$ cat config.mk
export PLATFORM = sky130hd
export DESIGN_NAME = controller_poller_flat
export DESIGN_NICKNAME = d
export VERILOG_FILES = /design/src/rtl/controller_poller_if.sv /design/src/rtl/controller_poller.sv /design/src/flat_wrapper.sv
export SDC_FILE = /design/constraint.sdc
export NUM_CORES = 1
export LEC_CHECK = 0
export CAP_MARGIN = 40
export CORE_MARGIN = 8
export CORE_UTILIZATION = 52
export CTS_CLUSTER_DIAMETER = 120
export DETAILED_ROUTE_END_ITERATION = 16
export GPL_TIMING_DRIVEN = 0
export PLACE_DENSITY = 0.81
export SLEW_MARGIN = 20
export SYNTH_ARGS = -nofsm -noshare
export SYNTH_HDL_FRONTEND = slang
export SYNTH_SLANG_ARGS = --single-unit
$ cat constraint.sdc
create_clock -name clk_5 -period 2 [get_ports clk_5]
set_input_delay 0.3 -clock clk_5 [delete_from_list [all_inputs] [get_ports clk_5]]
set_output_delay 0.3 -clock clk_5 [all_outputs]
set_load 0.01 [all_outputs]
$ cat src/rtl/controller_poller_if.sv
// controller_poller_if: pad-side signals shared by both serial game controllers.
// The poller drives latch and shift strobe; each controller returns one active-low data line.
interface controller_poller_if;
   logic controller_latch;
   logic controller_clk_out_enable;
   logic controller_1_data_in_B;
   logic controller_2_data_in_B;

   modport master (
      output controller_latch,
      output controller_clk_out_enable,
      input  controller_1_data_in_B,
      input  controller_2_data_in_B
   );

   modport slave (
      input  controller_latch,
      input  controller_clk_out_enable,
      output controller_1_data_in_B,
      output controller_2_data_in_B
   );
endinterface

$ cat src/rtl/controller_poller.sv
// controller_poller: once per frame latches, shifts and samples both controllers, then
// publishes both button bytes atomically. Optional debounce: CONTROLLER_POLLER_DEBOUNCE_EN.
module controller_poller #(
   parameter int BITS        = 8,
   parameter int LATCH_TICKS = 2
) (
   input  logic                clk_5,
   input  logic                rst_B,
   input  logic                clk_in_enable,
   input  logic                vsync,
   controller_poller_if.master pad,
   output logic [BITS-1:0]     controller_1_buttons_out,
   output logic [BITS-1:0]     controller_2_buttons_out,
   output logic                buttons_valid,
   output logic                busy
);
   localparam int LCW = (LATCH_TICKS > 1) ? $clog2(LATCH_TICKS) : 1;
   localparam int BCW = (BITS > 1) ? $clog2(BITS) : 1;

   localparam logic [1:0] IDLE   = 2'd0;
   localparam logic [1:0] LATCH  = 2'd1;
   localparam logic [1:0] SAMPLE = 2'd2;
   localparam logic [1:0] DONE   = 2'd3;

   localparam logic [LCW-1:0] LATCH_LAST = LCW'(LATCH_TICKS - 1);
   localparam logic [BCW-1:0] BIT_LAST   = BCW'(BITS - 1);

   logic [1:0]      state_q, state_d;
   logic [LCW-1:0]  latch_cnt_q, latch_cnt_d;
   logic [BCW-1:0]  bit_cnt_q, bit_cnt_d;
   logic            pend_q, pend_d;
   logic            vsync_q;
   logic            latch_q, latch_d;
   logic            strobe_q, strobe_d;
   logic            valid_q, valid_d;
   logic [BITS-1:0] shift1_q, shift1_d, shift2_q, shift2_d;
   logic [BITS-1:0] out1_q, out1_d, out2_q, out2_d;
   logic [BITS-1:0] new1, new2;
   logic            frame_req;

`ifdef CONTROLLER_POLLER_DEBOUNCE_EN
   logic [BITS-1:0] raw1_q, raw1_d, raw2_q, raw2_d;

   // A bit is accepted only when two consecutive polls agree on it.
   function automatic logic [BITS-1:0] settle(input logic [BITS-1:0] nw,
                                              input logic [BITS-1:0] prev,
                                              input logic [BITS-1:0] held);
      logic [BITS-1:0] agree;
      agree = ~(nw ^ prev);
      return (nw & agree) | (held & ~agree);
   endfunction
`endif

   assign frame_req = vsync_q & ~vsync;
   assign new1      = {shift1_q[BITS-2:0], ~pad.controller_1_data_in_B};
   assign new2      = {shift2_q[BITS-2:0], ~pad.controller_2_data_in_B};

   always_comb begin
      state_d     = state_q;
      latch_cnt_d = latch_cnt_q;
      bit_cnt_d   = bit_cnt_q;
      pend_d      = pend_q;
      latch_d     = latch_q;
      strobe_d    = 1'b0;
      valid_d     = 1'b0;
      shift1_d    = shift1_q;
      shift2_d    = shift2_q;
      out1_d      = out1_q;
      out2_d      = out2_q;
`ifdef CONTROLLER_POLLER_DEBOUNCE_EN
      raw1_d      = raw1_q;
      raw2_d      = raw2_q;
`endif
      case (state_q)
         IDLE: begin
            if (frame_req || pend_q) begin
               state_d     = LATCH;
               latch_cnt_d = '0;
               pend_d      = 1'b0;
               latch_d     = 1'b1;
            end
         end
         LATCH: begin
            if (frame_req) pend_d = 1'b1;
            if (clk_in_enable) begin
               if (latch_cnt_q == LATCH_LAST) begin
                  latch_d   = 1'b0;
                  state_d   = SAMPLE;
                  bit_cnt_d = '0;
               end else begin
                  latch_cnt_d = latch_cnt_q + LCW'(1);
               end
            end
         end
         SAMPLE: begin
            if (frame_req) pend_d = 1'b1;
            if (clk_in_enable) begin
               shift1_d = new1;
               shift2_d = new2;
               // Outputs load on the edge into DONE so valid and data appear together.
               if (bit_cnt_q == BIT_LAST) begin
                  state_d = DONE;
                  valid_d = 1'b1;
`ifdef CONTROLLER_POLLER_DEBOUNCE_EN
                  out1_d  = settle(new1, raw1_q, out1_q);
                  out2_d  = settle(new2, raw2_q, out2_q);
                  raw1_d  = new1;
                  raw2_d  = new2;
`else
                  out1_d  = new1;
                  out2_d  = new2;
`endif
               end else begin
                  strobe_d  = 1'b1;
                  bit_cnt_d = bit_cnt_q + BCW'(1);
               end
            end
         end
         default: begin
            if (pend_q || frame_req) begin
               state_d     = LATCH;
               latch_cnt_d = '0;
               pend_d      = 1'b0;
               latch_d     = 1'b1;
            end else begin
               state_d = IDLE;
            end
         end
      endcase
   end

   always_ff @(posedge clk_5 or negedge rst_B) begin
      if (!rst_B) begin
         state_q     <= IDLE;
         latch_cnt_q <= '0;
         bit_cnt_q   <= '0;
         pend_q      <= 1'b0;
         vsync_q     <= 1'b0;
         latch_q     <= 1'b0;
         strobe_q    <= 1'b0;
         valid_q     <= 1'b0;
         shift1_q    <= '0;
         shift2_q    <= '0;
         out1_q      <= '0;
         out2_q      <= '0;
`ifdef CONTROLLER_POLLER_DEBOUNCE_EN
         raw1_q      <= '0;
         raw2_q      <= '0;
`endif
      end else begin
         state_q     <= state_d;
         latch_cnt_q <= latch_cnt_d;
         bit_cnt_q   <= bit_cnt_d;
         pend_q      <= pend_d;
         vsync_q     <= vsync;
         latch_q     <= latch_d;
         strobe_q    <= strobe_d;
         valid_q     <= valid_d;
         shift1_q    <= shift1_d;
         shift2_q    <= shift2_d;
         out1_q      <= out1_d;
         out2_q      <= out2_d;
`ifdef CONTROLLER_POLLER_DEBOUNCE_EN
         raw1_q      <= raw1_d;
         raw2_q      <= raw2_d;
`endif
      end
   end

   assign pad.controller_latch          = latch_q;
   assign pad.controller_clk_out_enable = strobe_q;
   assign controller_1_buttons_out      = out1_q;
   assign controller_2_buttons_out      = out2_q;
   assign buttons_valid                 = valid_q;
   assign busy                          = (state_q != IDLE);
endmodule

$ cat src/flat_wrapper.sv
// flat-port wrapper written by rule: the top's interface ports become plain ports
module controller_poller_flat 
#(
   parameter int BITS        = 8,
   parameter int LATCH_TICKS = 2
)
  (clk_5, rst_B, clk_in_enable, vsync, controller_1_buttons_out, controller_2_buttons_out, buttons_valid, busy, pad_controller_latch, pad_controller_clk_out_enable, pad_controller_1_data_in_B, pad_controller_2_data_in_B);
  controller_poller_if pad_i ();
  input  logic clk_5;
  input  logic rst_B;
  input  logic clk_in_enable;
  input  logic vsync;
  output logic [BITS-1:0] controller_1_buttons_out;
  output logic [BITS-1:0] controller_2_buttons_out;
  output logic buttons_valid;
  output logic busy;
  output wire logic [$bits(pad_i.controller_latch)-1:0] pad_controller_latch;
  output wire logic [$bits(pad_i.controller_clk_out_enable)-1:0] pad_controller_clk_out_enable;
  input wire logic [$bits(pad_i.controller_1_data_in_B)-1:0] pad_controller_1_data_in_B;
  input wire logic [$bits(pad_i.controller_2_data_in_B)-1:0] pad_controller_2_data_in_B;
  assign pad_controller_latch = pad_i.controller_latch;
  assign pad_controller_clk_out_enable = pad_i.controller_clk_out_enable;
  assign pad_i.controller_1_data_in_B = pad_controller_1_data_in_B;
  assign pad_i.controller_2_data_in_B = pad_controller_2_data_in_B;
  controller_poller #(.BITS(BITS), .LATCH_TICKS(LATCH_TICKS)) u_core (.clk_5(clk_5), .rst_B(rst_B), .clk_in_enable(clk_in_enable), .vsync(vsync), .pad(pad_i), .controller_1_buttons_out(controller_1_buttons_out), .controller_2_buttons_out(controller_2_buttons_out), .buttons_valid(buttons_valid), .busy(busy));
endmodule
After elaboration in Yosys (flattened, before gate mapping)

Index checks and enable logic that the tools add are counted.
Widths: inputs -> output; s select.

Register bits: 41

Eq/ne operators: 10
Mux-type cells: 28
Bitwise logic cells: 5
Add/subtract/negate cells: 2
Reduce and logical (&&, ||, !) cells: 14

Operator list:

| kind                | count |
|---|---|
| $mux 1              | 15 |
| $mux 3              | 4 |
| $mux 2              | 5 |
| $reduce_and 5->1    | 2 |
| $ne 2x1->1 const B  | 4 |
| $reduce_bool 2->1   | 4 |
| $ne 2x2->1 const B  | 3 |
| $pmux 2 s3          | 1 |
| $pmux 3 s2          | 1 |
| $reduce_and 3->1    | 2 |
| $not 1->1           | 4 |
| $pmux 1 s2          | 2 |
| $reduce_and 2->1    | 2 |
| $reduce_and 4->1    | 1 |
| $add 3x1->3 const B | 1 |
| $eq 3x3->1 const B  | 1 |
| $eq 2x1->1 const B  | 1 |
| $eq 2x2->1 const B  | 1 |
| $logic_not 2->1     | 1 |
| $reduce_or 2->1     | 1 |
| $add 1x1->1 const B | 1 |
| $and 1x1->1         | 1 |
| $logic_or 1x1->1    | 1 |

Logic depth before layout (Yosys ltp)

Depth after elaboration: 5
Gate-level depth with buffers: 7
Mapped depth without buffers: 6

Worst setup path before layout

Ideal clock, no wire load.

Path kind: register -> register
Start: reg u_core.bit_cnt_q[0]
End: reg u_core.out2_q[2] (netlist: u_core.controller_2_buttons_out[2])
Data arrival time: 1.514 ns
Setup slack: 0.361 ns
Stages on the path, launching flop included: 6
Period minus slack after synthesis: 1.639 ns
Buffers on the path: 1
Path through: dfrtp_1 -> ha_1 -> ha_1 -> nand3_2 -> buf_2 -> mux2_2

Longest elaborated chain between the ends: 2

Ends and longest elaborated chain:

| element                    | RTL line                 | text |
|---|---|---|
| from (decl)                | controller_poller.sv:30  | `logic [BCW-1:0] bit_cnt_q, bit_cnt_d;` |
| from (signal assigned)     | controller_poller.sv:153 | `bit_cnt_q <= bit_cnt_d;` |
| $eq 3x3->1                 | controller_poller.sv:101 | `if (bit_cnt_q == BIT_LAST) begin` |
| $reduce_and 3->1 (no line) | --                       |  |
| to (signal assigned)       | controller_poller.sv:162 | `out2_q <= out2_d;` |
| to (decl)                  | controller_poller.sv:37  | `logic [BITS-1:0] out1_q, out1_d, out2_q, out2_d;` |

Every way passes these cells.
A chain may end at the register's enable or synchronous reset.

Final worst setup path

Start: reg u_core.state_q[0]
End: reg u_core.state_q[1]

Longest elaborated chain between the ends: 3

Ends and longest elaborated chain:

| element                                            | RTL line                 | text |
|---|---|---|
| from (decl)                                        | controller_poller.sv:28  | `logic [1:0] state_q, state_d;` |
| from (signal assigned)                             | controller_poller.sv:151 | `state_q <= state_d;` |
| $eq 2x2->1, or another cell as far along           | controller_poller.sv:74  | `case (state_q)` |
| $ne 2x1->1 (no line) or $ne 2x2->1 (tied branches) | --                       |  |
| $reduce_and 5->1 (no line)                         | --                       |  |

Parallel ways exist; a longest one is shown, timed or not.

==> impl_metrics.toml <==
[critical_path]
cpMaxStageDelayCell = "dfrtp_1"
cp-endpoint = "u_core.state_q[1]"
crit_family = "compound AO/OA/AOI/OAI gates"
cp-startpoint = "u_core.state_q[0]"
r2r_setup_slack_ps = 150
r2r_cells = 6
worstPathArrival_ps = 2080
rr_startpoint = "u_core.state_q[0]"
start_kind = "flop"
end_kind = "flop"
max_stage_delay_ps = 400
required_ps = 2230
worstSetupPathType = "flop to flop"
r2r_end = "u_core.state_q[1]"
crit_cells = 6
crit_chain = "buf_4 > ha_1 > a21boi_0 > a221o_1 > a21oi_2 > mux2_1"
worstPathMaxFanout = 4
cp_num_buf_inv = 1

[pwr]
powerDensity_nw_per_um2 = 1150
clockPowerShare = 0.225
power_w = 0.00244
comb_power_share = 0.299
vdd_drop_max_mv = 0.697
p_switching_w = 0.000737
internal_power_w = 0.00170
power.sequential.fraction = 0.476
cellLeakagePower_nw = 1.04
power_switching_share = 0.302

[finish]
fillers = 238
final_area_um2 = 2120
drive_above_1_share = 0.261
diodes = 0
syn_to_final_growth_pct = 25.7
final_util = 0.688
nNetsFinal = 174

[floorplan]
ios = 26
core-area_um2 = 3080
core.rowCount = 20
dieArea_um2 = 5320
die_x_um = 72.9
initial_core_util = 0.547
fp.dieH_um = 72.9

[global_route]
grt_usage = 0.128
grt.overflow.total = 0
grt_pass1_wl_um = 5110
antenna_found_initial = 0
grt_pass1_vias = 1095
grt_max_degree = 35

[timing]
hold_violations = 0
finalSetupTns_ps = 0
drv_slew = 0
period_share = 0.926
worstMarginPinSlew_ps = 393
slew_headroom = 0.738
layout_setup_ws_ps = 147
fin_crit_ps = 1850
fin_worst_skew_ps = 10.4
finalSetupViolCount = 0
fmax_mhz = 540
rsz0062_at_grt = "false"

[detailed_routing]
vias_per_cell = 5.12
first_pass_iters = 4
drc_errors = 0
num_vias = 1050
drt.antenna.violating_nets = 0
routedWlPerCell_um = 14.7
dr.first_iter.drc_count = 44
routed_wl_um = 3020

[placement]
numPortBuffers = 25
preCtsSetupSlack_ps = 32.4
dp_hpwl_um = 2260
place.gp.congestion = 0.793
placed_area_um2 = 2000

[cts]
cts_sinks = 41
clock_latency_ps = 340
root_buffer = "clkbuf_4"
clockBufferDepth = 2
cts_tree = "done"
h-tree-depth = 2
cts_buffers = 5
path_clk_slew_ps = 110

[yosys]
seq_area_frac_synth = 0.609
syn-instance-count = 124
synth_seq_cells = 41
yosysUniqueCellTypes = 21
syn-num-nets = 138
yosysWarningCount = 0
synth_area_um2 = 1680
avgSynthCellArea_um2 = 13.6

[worst_hold_path]
hold_path_class = "primary input to asynchronous set/reset pin"

[run]
drv_cap = 0

[status]
outcome = "complete, no violations"
==> cells by family after synthesis <==
family | after synthesis | synth area share
AO/OA/AOI/OAI | 17 | 0.0646
adder cells (fa/ha/maj) | 8 | 0.0594
buffers and inverters | 9 | 0.0223
flip-flops | 41 | 0.609
multiplexers | 28 | 0.186
AND/OR/NAND/NOR | 21 | 0.0580
==> cells in the mapped netlist <==
master      n  area [um^2]
a21oi_2     1         8.76
nor2b_1     2         12.5
mux2i_1     1         10.0
nand2b_1    1         6.26
a2bb2oi_1   1         8.76
nand2_1    13         48.8
dfrtp_1    41         1030
buf_2       3         15.0
mux2_1      1         11.3
a211o_1     1         8.76
a21boi_0    1         7.51
a21oi_1     2         10.0
ha_1        8          100
o21ai_0     9         45.0
and3_1      2         12.5
o32a_1      1         10.0
inv_1       6         22.5
nor2_1      2         7.51
mux2_2     26          293
nand3_2     1         10.0
a221o_1     1         10.0
==> power groups by stage <==
stage	combinational (W)	clock [W]	sequential [W]
floorplan	0.000495	0	0.00115
global route	0.000812	0.000602	0.00119
finish	0.000730	0.000549	0.00116
detailed placement	0.000694	0	0.00119
CTS	0.000722	0.000567	0.00117
global placement	0.000642	0	0.00117
==> layer usage <==
layer / up-vias / wire length [um] / GRT usage
li1: 502 / - / -
met3: 7 / 156 / 0.0495
met5: - / 0 / 0
met4: 0 / 59 / 0.0600
met2: 17 / 1550 / 0.220
met1: 524 / 1260 / 0.133
==> stage by stage <==
stage          cells  hold WS, ps
6_report         205          334
5_1_grt          205          334
4_1_cts          204          327
3_5_place_dp     194          171
3_3_place_gp     193          463
2_1_floorplan    124         4.41
==> how the worst min path moves through the flow <==
stage / start / endpoint / cells past startpoint
after floorplan: rst_B / u_core.bit_cnt_q[0] / 0
final: rst_B / u_core.vsync_q / 2
after global routing: rst_B / u_core.pad.controller_latch / 2
after CTS: rst_B / u_core.vsync_q / 2
after global placement: u_core.controller_1_buttons_out[0] / u_core.controller_1_buttons_out[0] / 2
after detailed placement: rst_B / u_core.pad.controller_latch / 1
==> flip-flops by register name, summed over array words and instances (netlist names) <==
register                              flops
u_core.controller_1_buttons_out           8
u_core.controller_2_buttons_out           8
u_core.shift1_q                           7
u_core.shift2_q                           7
u_core.bit_cnt_q                          3
u_core.state_q                            2
u_core.buttons_valid                      1
u_core.latch_cnt_q                        1
u_core.pad.controller_clk_out_enable      1
u_core.pad.controller_latch               1
u_core.pend_q                             1
u_core.vsync_q                            1
==> what timing repair did <==
item,4_1_cts,5_1_grt
buffers inserted,1,1
endpoints found under the setup margin,1,1
hold endpoints to repair,7,0
gates resized for setup,0,1
hold buffers,1,0
gates cloned,0,0
==> layout make-up <==
| cell class | count | area [um^2] | share of cell area |
|---|---|---|---|
| clock buffer | 7 | 55.1 | 0.0260 |
| timing repair buffer | 29 | 293 | 0.138 |
| tap | 44 | 55.1 | 0.0260 |
| multi-input combinational | 74 | 621 | 0.293 |
| clock inverter | 1 | 30.0 | 0.0142 |
| inverter | 6 | 22.5 | 0.0106 |
| buffer | 3 | 15.0 | 0.00709 |
| sequential | 41 | 1030 | 0.485 |
==> placed cells by master (no fill, tap or decap), types with 2 or more instances in the layout <==
master,count
nand2_1,13
buf_4,2
o21ai_0,9
clkbuf_4,5
nor2b_1,2
nor2_1,2
a21oi_1,2
clkdlybuf4s50_1,23
and3_1,2
buf_2,4
mux2_2,26
ha_1,8
dfrtp_1,41
inv_1,6
Note: power is estimated with default switching activity, not from simulation.
